--- config.mk ---
export PLATFORM = sky130hd
export DESIGN_NAME = oam_dma_flat
export DESIGN_NICKNAME = d
export VERILOG_FILES = /design/src/rtl/oam_dma_if.sv /design/src/rtl/oam_dma.sv /design/src/flat_wrapper.sv
export SDC_FILE = /design/constraint.sdc
export NUM_CORES = 1
export LEC_CHECK = 0
export CAP_MARGIN = 10
export CORE_ASPECT_RATIO = 0.9
export CORE_MARGIN = 2
export CORE_UTILIZATION = 45
export DETAILED_ROUTE_END_ITERATION = 16
export PLACE_DENSITY = 0.85
export RECOVER_POWER = 25
export SLEW_MARGIN = 20
export SYNTH_ARGS = -nofsm -noshare
export SYNTH_HDL_FRONTEND = slang
export SYNTH_SLANG_ARGS = --single-unit
export TNS_END_PERCENT = 50
--- constraint.sdc ---
create_clock -name clk -period 3.02 [get_ports clk]
set_clock_uncertainty 0.05 [all_clocks]
set_input_delay 0.302 -clock clk [delete_from_list [all_inputs] [get_ports clk]]
set_output_delay 0.302 -clock clk [all_outputs]
set_load 0.02 [all_outputs]
--- src/rtl/oam_dma_if.sv ---
// Bus bundle between the OAM DMA engine and its surroundings: CPU control,
// CPU memory read port and the PPU CPU/OAM write port.
interface oam_dma_if #(
  parameter int ADDR_W = 16
);
  // CPU control
  logic              start;
  logic [ADDR_W-1:0] src_base;
  logic              busy;
  logic              done;
  logic              irq;
  logic              irq_ack;

  // PPU display status
  logic              rendering;

  // CPU memory read port (one-cycle read latency)
  logic [ADDR_W-1:0] mem_addr;
  logic              mem_rd;
  logic [31:0]       mem_rdata;

  // PPU OAM write port
  logic [31:0]       oam_data;
  logic [5:0]        oam_addr;
  logic              oam_write;

  // The DMA engine masters both the memory read port and the OAM port.
  modport master (
    input  start, src_base, irq_ack, rendering, mem_rdata,
    output busy, done, irq, mem_addr, mem_rd, oam_data, oam_addr, oam_write
  );

  // Environment side: CPU, memory and PPU.
  modport slave (
    output start, src_base, irq_ack, rendering, mem_rdata,
    input  busy, done, irq, mem_addr, mem_rd, oam_data, oam_addr, oam_write
  );
endinterface

--- src/rtl/oam_dma.sv ---
// Sprite-attribute DMA: copies 64 words from CPU memory into PPU OAM, pausing
// while the PPU renders. Define OAM_DMA_IRQ_EN to build the sticky irq output.
module oam_dma #(
  parameter int ADDR_W  = 16,
  parameter int NUM_OBJ = 64
) (
  input  logic      clk,
  input  logic      reset,
  oam_dma_if.master bus
);

  localparam logic [2:0] ST_IDLE  = 3'd0;
  localparam logic [2:0] ST_READ  = 3'd1;
  localparam logic [2:0] ST_LATCH = 3'd2;
  localparam logic [2:0] ST_WRITE = 3'd3;
  localparam logic [2:0] ST_DONE  = 3'd4;

  localparam logic [5:0] LAST_IDX = 6'(NUM_OBJ - 1);

  logic [2:0]        state_q, state_d;
  logic [ADDR_W-1:0] src_q,   src_d;
  logic [5:0]        idx_q,   idx_d;
  logic [31:0]       data_q,  data_d;
  logic [5:0]        addr_q,  addr_d;

  // NOTE: every variable gets a default before the case so no path leaves it
  // unassigned; a missing default here would infer a latch.
  always_comb begin
    state_d = state_q;
    src_d   = src_q;
    idx_d   = idx_q;
    data_d  = data_q;
    addr_d  = addr_q;
    unique case (state_q)
      ST_IDLE: begin
        if (bus.start) begin
          src_d   = bus.src_base;
          idx_d   = '0;
          state_d = ST_READ;
        end
      end
      ST_READ: begin
        if (!bus.rendering) state_d = ST_LATCH;
      end
      ST_LATCH: begin
        // Read data is valid exactly one cycle after the strobe.
        data_d  = bus.mem_rdata;
        addr_d  = idx_q;
        state_d = ST_WRITE;
      end
      ST_WRITE: begin
        if (!bus.rendering) begin
          if (idx_q == LAST_IDX) begin
            state_d = ST_DONE;
          end else begin
            idx_d   = idx_q + 6'd1;
            state_d = ST_READ;
          end
        end
      end
      ST_DONE: begin
        state_d = ST_IDLE;
      end
      default: begin
        state_d = ST_IDLE;
      end
    endcase
  end

  // NOTE: sequential state uses non-blocking assignments so every register
  // samples the pre-edge value of its inputs regardless of statement order.
  always_ff @(posedge clk or negedge reset) begin
    if (!reset) begin
      state_q <= ST_IDLE;
      src_q   <= '0;
      idx_q   <= '0;
      data_q  <= '0;
      addr_q  <= '0;
    end else begin
      state_q <= state_d;
      src_q   <= src_d;
      idx_q   <= idx_d;
      data_q  <= data_d;
      addr_q  <= addr_d;
    end
  end

  logic in_read, in_write, in_done;
  assign in_read  = (state_q == ST_READ);
  assign in_write = (state_q == ST_WRITE);
  assign in_done  = (state_q == ST_DONE);

  // Address wraps modulo 2^ADDR_W; outside READ the bus is parked at zero.
  assign bus.mem_addr  = in_read ? ADDR_W'(src_q + ADDR_W'(idx_q)) : '0;
  assign bus.mem_rd    = in_read & ~bus.rendering;
  assign bus.oam_data  = data_q;
  assign bus.oam_addr  = addr_q;
  // Gated by rendering in the same cycle so the PPU never drops a write.
  assign bus.oam_write = in_write & ~bus.rendering;
  assign bus.busy      = (state_q != ST_IDLE);
  assign bus.done      = in_done;

`ifdef OAM_DMA_IRQ_EN
  logic irq_q, irq_d;

  // Completion sets the flag (winning over a coincident ack); ack clears it.
  always_comb begin
    irq_d = irq_q;
    if (in_done)          irq_d = 1'b1;
    else if (bus.irq_ack) irq_d = 1'b0;
  end

  always_ff @(posedge clk or negedge reset) begin
    if (!reset) irq_q <= 1'b0;
    else        irq_q <= irq_d;
  end

  // Visible from the DONE cycle itself, then held by the register.
  assign bus.irq = irq_q | in_done;
`else
  wire unused_irq_ack = &{1'b0, bus.irq_ack};
  assign bus.irq = 1'b0;
`endif

endmodule

--- src/flat_wrapper.sv ---
// flat-port wrapper written by rule: the top's interface ports become plain ports
module oam_dma_flat 
#(
  parameter int ADDR_W  = 16,
  parameter int NUM_OBJ = 64
)
  (clk, reset, bus_start, bus_src_base, bus_irq_ack, bus_rendering, bus_mem_rdata, bus_busy, bus_done, bus_irq, bus_mem_addr, bus_mem_rd, bus_oam_data, bus_oam_addr, bus_oam_write);
  oam_dma_if #(.ADDR_W(ADDR_W)) bus_i ();
  input  logic clk;
  input  logic reset;
  input wire logic [$bits(bus_i.start)-1:0] bus_start;
  input wire logic [$bits(bus_i.src_base)-1:0] bus_src_base;
  input wire logic [$bits(bus_i.irq_ack)-1:0] bus_irq_ack;
  input wire logic [$bits(bus_i.rendering)-1:0] bus_rendering;
  input wire logic [$bits(bus_i.mem_rdata)-1:0] bus_mem_rdata;
  output wire logic [$bits(bus_i.busy)-1:0] bus_busy;
  output wire logic [$bits(bus_i.done)-1:0] bus_done;
  output wire logic [$bits(bus_i.irq)-1:0] bus_irq;
  output wire logic [$bits(bus_i.mem_addr)-1:0] bus_mem_addr;
  output wire logic [$bits(bus_i.mem_rd)-1:0] bus_mem_rd;
  output wire logic [$bits(bus_i.oam_data)-1:0] bus_oam_data;
  output wire logic [$bits(bus_i.oam_addr)-1:0] bus_oam_addr;
  output wire logic [$bits(bus_i.oam_write)-1:0] bus_oam_write;
  assign bus_i.start = bus_start;
  assign bus_i.src_base = bus_src_base;
  assign bus_i.irq_ack = bus_irq_ack;
  assign bus_i.rendering = bus_rendering;
  assign bus_i.mem_rdata = bus_mem_rdata;
  assign bus_busy = bus_i.busy;
  assign bus_done = bus_i.done;
  assign bus_irq = bus_i.irq;
  assign bus_mem_addr = bus_i.mem_addr;
  assign bus_mem_rd = bus_i.mem_rd;
  assign bus_oam_data = bus_i.oam_data;
  assign bus_oam_addr = bus_i.oam_addr;
  assign bus_oam_write = bus_i.oam_write;
  oam_dma #(.ADDR_W(ADDR_W), .NUM_OBJ(NUM_OBJ)) u_core (.clk(clk), .reset(reset), .bus(bus_i));
endmodule
* Word-level counts from Yosys, hierarchy flattened
Index checks and enable logic that the tools add are counted.
Storage, ports and cells: bits in registers 63, input port bits 53, output and inout port bits 59
Cells by class: add/subtract/negate cells 2, reductions and logical operators 6, mux-type cells 10, equal/unequal tests 9, bitwise gates (word level) 3
Operator list (count):
- two-way mux 6 bit | 3
- adder 16 x 6 -> 16 bit | 1
- two-way mux 16 bit | 1
- two-way mux 3 bit | 4
- case mux 3 bit (4 select lines) | 1
- case mux 6 bit (2 select lines) | 1
- != test 2 bit (second input constant) | 4
- adder 6 x 1 -> 6 bit (second input constant) | 1
- == test 3 x 2 -> 1 bit (second input constant) | 2
- == test 6 bit (second input constant) | 1
- AND reduction 4 bit | 1
- == test 3 x 1 -> 1 bit (second input constant) | 1
- == test 3 bit (second input constant) | 1
- zero test 3 bit | 1
- AND reduction 3 bit | 1
- nonzero test 3 bit | 1
- AND 1 bit | 2
- AND reduction 2 bit | 1
- nonzero test 2 bit | 1
- NOT 1 bit | 1

* Longest topological paths before layout
Gate-level depths: netlist (run 1).
word-level depth 4, depth in mapped cells 8, depth with buffers taken out 8

* Worst setup path before layout (run 1)
No wires, ideal clock.
kind flip-flop to output port, start point register u_core.idx_q[0], end point output bus_mem_addr[6], stages on the path, launching flop included 9, slack 556 ps, path buffers 0, arrival time 2112 ps, cells stage by stage dfrtp_1 -> ha_1 -> inv_1 -> fa_1 -> nor2b_1 -> o31ai_2 -> a21boi_0 -> nor3_1 -> nor3_1
On the way: word-level cells in the longest chain between the ends 2
Ends and longest elaborated chain:
- start: declaration | line oam_dma.sv:22 | logic [5:0] idx_q, idx_d;
- start signal: assignment | line oam_dma.sv:82 | idx_q <= idx_d;
- adder 16 x 6 -> 16 bit | line oam_dma.sv:94 | assign bus.mem_addr = in_read ? ADDR_W'(src_q + ADDR_W'(idx_q)) : '0;
- two-way mux 16 bit | line oam_dma.sv:94
- end: declaration | line flat_wrapper.sv:19 | output wire logic [$bits(bus_i.mem_addr)-1:0] bus_mem_addr;
Every way passes these cells.

* Final worst setup path (run 1)
Ends and elaborated chain as after synthesis.

==> impl_metrics.yaml, run 1 <==
finish:
  n_fill_cell: 515
  seqCellArea_sq_um: 1580
  multi_input_area_sq_um: 1370
  layout_commonest_cell: "clkdlybuf4s50_1"
  antenna_cells: 0
  final_cell_mix: "clkdlybuf4s50_1, dfrtp_1, nand2_1, mux2_2, nor2_1"
  nets: 461
  drive_above_1_share_pct: 17.8
  area_delta_synth_final_pct: 47.8
power_and_ir_drop:
  combinationalPowerShare_pct: 49.0
  peakVddDrop_v: 0.000518
  power.share.switching_pct: 36.9
  power_density_nw_per_um2: 1000
  power.switching_w: 0.00166
  cell_internal_pwr_w: 0.00283
  p_leak_nw: 1.99
  p_clk_share_pct: 18.2
  total_power_w: 0.00449
  seqPwrFrac_pct: 32.8
floorplan:
  initial_core_util_pct: 46.3
  die_h_um: 81.9
  rows: 28
  core_area_sq_um: 6550
  ios: 112
  design.die.area_sq_um: 7410
  die_w_um: 90.5
logic_synthesis:
  synth_compound_area_share_pct: 8.04
  synthCells: 281
  synth-seq-cells: 63
  synth-simple-area-share_pct: 15.1
  yosys_warnings: 0
  synthAdderAreaFrac_pct: 3.55
  avgSynthCellArea_sq_um: 10.8
  synth-xor-area-share_pct: 3.75
  synth_top_family_by_area: "simple AND/OR/NAND/NOR gates"
  ys_async_sr_fraction_pct: 100
  netlist_area_sq_um: 3030
  synth_nets: 342
  ys.flop_type: "dfrtp_1"
  yosysUniqueCellTypes: 41
  synth.mux.area_fraction_pct: 14.1
  ys_seq_area_share_pct: 52.0
  synth_edf_count: 0
critical_path:
  criticalPathCategory: "reg2out"
  rr_worst_depth: 5
  required_ns: 2.67
  end_kind: "primary output"
  start_kind: "flop"
  crit_arrival_ns: 2.52
  crit_fanout: 6
clock_tree:
  cts_buffer_depth: 2
  root_buffer: "clkbuf_8"
  cts_made_buffers: 9
  insertion_delay_ns: 0.33
  cts_tree: "built"
  htreeDepth: 3
  cts_sinks: 63
  path_clk_slew_ns: 0.06
worst_hold_path:
  min_path_cells: 2
  hp-class: "reg2reg"
place:
  routabilityCongestion: 0.852
  io_buffers: 109
  dp_hpwl_um: 5290
job:
  cap_viol_max_count: 0
timing:
  drv_slew: 0
  tns_ns: 0
  final-setup-viol-count: 0
  worst_slew_pin_slew_ns: 0.995
  finalHoldViolCount: 0
  max_slew_margin_pct: 33.6
  rsz0062_at_grt: "false"
  max_freq_mhz: 348
  period_share_pct: 95.2
  finalCriticalPeriod_ns: 2.88
routing:
  wire_per_inst_um: 15.0
  ant_nets: 0
  drt_iter0_markers: 128
  vias: 2541
  drcViolationCount: 0
  viasPerCell: 5.13
  dr.pass1.iters: 4
  wl_um: 7450
global_routing:
  grt_pass1_wl_um: 12000
  antenna_found_initial: 0
  grt_max_degree: 29
  gr-total-overflow: 0
  track_usage_pct: 21.1
  first_global_vias: 2576
run_status:
  status: "complete, no violations"
[layout make-up]
cell class,instances,area share (%)
multi-input cells,198,30.6
flip-flops and latches,63,35.2
clock inverters,3,1.45
repair buffers,121,26.1
inverters,7,0.586
clock buffers,13,3.55
well taps,90,2.51
[per-layer routing]
metal	part of all wire [%]	track usage (%)
met1	42	24.3
met2	50	35.3
met3	6.8	7.98
met4	1.9	9.85
met5	0	0
[critical path, cell delays in order, from the launching register on]
cell           delay (ns)
dfrtp_1              0.36
ha_1                 0.19
inv_1                0.06
fa_1                 0.39
nor2b_2              0.20
o31ai_4              0.11
a21boi_1             0.25
nor3_1               0.09
nor3_1               0.18
dlygate4sd2_1        0.35
[sequential cells by signal (all words and copies together) (netlist names)]
signal	cells
u_core.bus.oam_data	32
u_core.bus.oam_addr	6
u_core.src_q	16
u_core.state_q	3
u_core.idx_q	6
[timing repair]
item | 4_1_cts | 5_1_grt
gates cloned | 0 | 0
buffers inserted | 1 | 0
pin swaps | 1 | 0
resized for setup | 11 | 3
hold endpoints to repair | 17 | 0
endpoints found under the setup margin | 6 | 3
hold buffers | 1 | 0
[final timing paths]
check                                  startpoint                endpoint  slack [ns]
worst min-delay path              u_core.src_q[0]         u_core.src_q[0]        0.44
min in group asynchronous                   reset  u_core.bus.oam_data[1]        0.60
worst max register to register  u_core.state_q[0]         u_core.idx_q[3]        0.98
worst max-delay path              u_core.idx_q[0]         bus_mem_addr[6]        0.14
max in group asynchronous                   reset        u_core.src_q[15]        0.90
worst min register to register    u_core.src_q[0]         u_core.src_q[0]        0.44
[synth_stat cells, drive strengths merged (5+ instances only)]
| cell | number | area (sq um) |
|---|---|---|
| nor3 | 5 | 30.0 |
| ha | 7 | 87.6 |
| xnor2 | 8 | 70.1 |
| nor2 | 18 | 67.6 |
| a21oi | 9 | 48.8 |
| o21ai | 8 | 47.5 |
| mux2 | 38 | 428 |
| xor2 | 5 | 43.8 |
| nand2 | 59 | 221 |
| inv | 7 | 26.3 |
| buf | 9 | 60.1 |
| dfrtp | 63 | 1580 |
[cells by family (layout without fill, tap and decap cells)]
kind of cell	after synthesis	in the layout
AND/OR/NAND/NOR	103	103
flip-flops	63	63
multiplexers	38	38
AO/OA/AOI/OAI	35	35
buffers and inverters	20	144
XOR/XNOR	13	13
adder cells (fa/ha/maj)	8	8
other	1	1
[power by group through the flow]
stage	clock, W	sequential [W]	combinational [W]
floorplan	0	0.00172	0.000990
global placement	0	0.00146	0.00218
detailed placement	0	0.00148	0.00223
CTS	0.000839	0.00147	0.00222
global route	0.000879	0.00153	0.00237
finish	0.000817	0.00147	0.00220
[metrics by stage]
| step | setup slack [ns] | util, % | instance area, sq um | hold slack (ns) | instances |
|---|---|---|---|---|---|
| after floorplan | 0.556 | - | 3030 | -0.0436 | 281 |
| after global placement | 0.221 | 64.7 | 4240 | 0.206 | 477 |
| after detailed placement | 0.175 | 64.7 | 4240 | 0.211 | 477 |
| after CTS | 0.0313 | 68.4 | 4480 | 0.371 | 495 |
| after global routing | 0.0307 | 68.4 | 4480 | 0.444 | 495 |
| final | 0.144 | 68.4 | 4480 | 0.442 | 495 |
Note: power is estimated with default switching activity, not from simulation.
==> run 2, diff against run 1 <==
GPL_ROUTABILITY_DRIVEN = 0   (was unset)
==> results of run 2 <==
Same layout as run 1: the final DEF is identical, and so are final timing and power.
==> run 3, diff against run 2 <==
ABC_CLOCK_PERIOD_IN_PS = 3020   (was unset)
REMOVE_ABC_BUFFERS = 1   (was unset)
==> run 3 against run 2 <==
The flow now finishes with violations (max-capacitance violations, max-slew violations); cell area fell by 0.89%; non-clock buffer count decreased by 2; setup slack lost 0.11 ns; critical path type unchanged; highest routed layer unchanged.
==> impl_metrics.yaml, run 3 (same netlist as run 1, synthesis figures left out) <==
run_status:
  status: "finished with violations"
  failed_checks: "max-capacitance violations, max-slew violations"
floorplan:
  rows: 28
  die_w_um: 90.5
  ios: 112
  die_h_um: 81.9
  initial_core_util_pct: 46.3
  core_area_sq_um: 6550
  design.die.area_sq_um: 7410
timing:
  max_slew_margin_pct: -2.92
  finalCriticalPeriod_ns: 2.99
  finalHoldViolCount: 0
  period_share_pct: 99.0
  final-setup-viol-count: 0
  max_freq_mhz: 334
  drv_slew: 30
  worst_slew_pin_slew_ns: 1.54
  rsz0062_at_grt: "true"
clock_tree:
  cts_tree: "built"
  cts_made_buffers: 9
  cts_sinks: 63
  cts_buffer_depth: 2
  root_buffer: "clkbuf_8"
  insertion_delay_ns: 0.33
  htreeDepth: 3
  path_clk_slew_ns: 0.07
global_routing:
  grt_pass1_wl_um: 11300
  track_usage_pct: 19.4
  gr-total-overflow: 0
  grt_max_degree: 39
  first_global_vias: 2368
  antenna_found_initial: 0
finish:
  antenna_cells: 0
  layout_commonest_cell: "clkdlybuf4s50_1"
  area_delta_synth_final_pct: 46.5
  drive_above_1_share_pct: 17.4
  nets: 459
  largest_register_ffs: 32
  instances_no_fill: 493
  final_cell_mix: "clkdlybuf4s50_1, dfrtp_1, nand2_1, mux2_2, nor2_1"
power_and_ir_drop:
  p_clk_share_pct: 16.5
  combinationalPowerShare_pct: 49.7
  total_power_w: 0.00433
  power.share.switching_pct: 38.0
  p_leak_nw: 1.97
  seqPwrFrac_pct: 33.8
  peakVddDrop_v: 0.000517
  power.switching_w: 0.00165
  cell_internal_pwr_w: 0.00268
  power_density_nw_per_um2: 975
routing:
  drcViolationCount: 0
  wl_um: 7240
  dr.pass1.iters: 4
  wire_per_inst_um: 14.7
  drt_iter0_markers: 144
  vias: 2496
  viasPerCell: 5.06
  ant_nets: 0
critical_path:
  critPathTopFamily: "buffers and inverters"
  end_kind: "primary output"
  crit_chain: "ha_1, inv_1, fa_1, nor2b_4, o31ai_4, a21oi_1, xnor2_1, nor2_1, clkdlybuf4s50_1"
  criticalPathCategory: "reg2out"
  crit_fanout: 4
  slowest_delay_ns: 0.60
  critPathSlowestCell: "clkdlybuf4s50_1"
  required_ns: 2.67
  crit_arrival_ns: 2.64
  critPathBufInv: 2
  start_kind: "flop"
worst_hold_path:
  hp-class: "in2reg"
job:
  cap_viol_max_count: 1
place:
  dp.cells: 475
  dp_hpwl_um: 5220
  io_buffers: 109
run 3: area by class of cell:
cell class                 count  area [sq um]
inverter                       7          26.3
fill                         538          2110
clock buffer                  12           145
multi-input combinational    198          1380
clock inverter                 4          45.0
sequential                    63          1580
timing repair buffer         119          1160
tap                           90           113
run 3: worst reg2reg max path, delay by kind of cell (launching register included):
| family | cells | cell delay (ns) |
|---|---|---|
| and+or+nand+nor | 3 | 1.55 |
| DFF | 1 | 0.48 |
| AOI/OAI and AO/OA | 2 | 0.33 |
run 3: timing repair:
| action | 4_1_cts | 5_1_grt |
|---|---|---|
| hold buffers | 1 | 0 |
| buffers inserted | 1 | 0 |
| endpoints found under the setup margin | 9 | 7 |
| pin swaps | 1 | 0 |
| resized for setup | 9 | 9 |
| hold endpoints to repair | 28 | 0 |
run 3: worst paths after layout:
| path | start | slack, ns | cells past startpoint | to |
|---|---|---|---|---|
| max | u_core.idx_q[0] | 0.03 | 9 | bus_mem_addr[8] |
| min | bus_src_base[12] | 0.44 | 3 | u_core.src_q[12] |
| max reg2reg | u_core.state_q[0] | 0.53 | 5 | u_core.idx_q[3] |
| min reg2reg | u_core.src_q[5] | 0.45 | 2 | u_core.src_q[5] |
| max in group asynchronous | reset | 0.84 | 3 | u_core.idx_q[0] |
| min in group asynchronous | reset | 0.85 | 2 | u_core.bus.oam_data[15] |
run 3: power groups by stage:
stage          logic (W)  clock network (W)  registers, W
2_1_floorplan   0.000939                  0       0.00174
4_1_cts          0.00221           0.000729       0.00147
3_5_place_dp     0.00220                  0       0.00148
3_3_place_gp     0.00216                  0       0.00146
6_report         0.00215           0.000714       0.00147
5_1_grt          0.00232           0.000774       0.00151
run 3: layer usage:
| layer | vias to the layer above | wire [um] | track usage (%) |
|---|---|---|---|
| met5 | - | 0 | 0 |
| met4 | 0 | 81 | 5.23 |
| met3 | 8 | 476 | 6.88 |
| met2 | 96 | 3590 | 31.6 |
| met1 | 1199 | 3090 | 24.9 |
| li1 | 1193 | - | - |
run 3: per-stage QoR:
step	instance area (sq um)	utilization [%]	setup TNS (ns)	hold WS (ns)	worst slack [ns]
finish	4440	67.8	0	0.443	0.0297
global route	4440	67.8	-0.102	0.435	-0.102
CTS	4440	67.7	-0.0269	0.439	-0.0269
detailed placement	4220	64.4	0	0.303	0.0526
global placement	4220	64.4	0	0.293	0.184
floorplan	2960	-	-34.95	-0.0436	-0.920
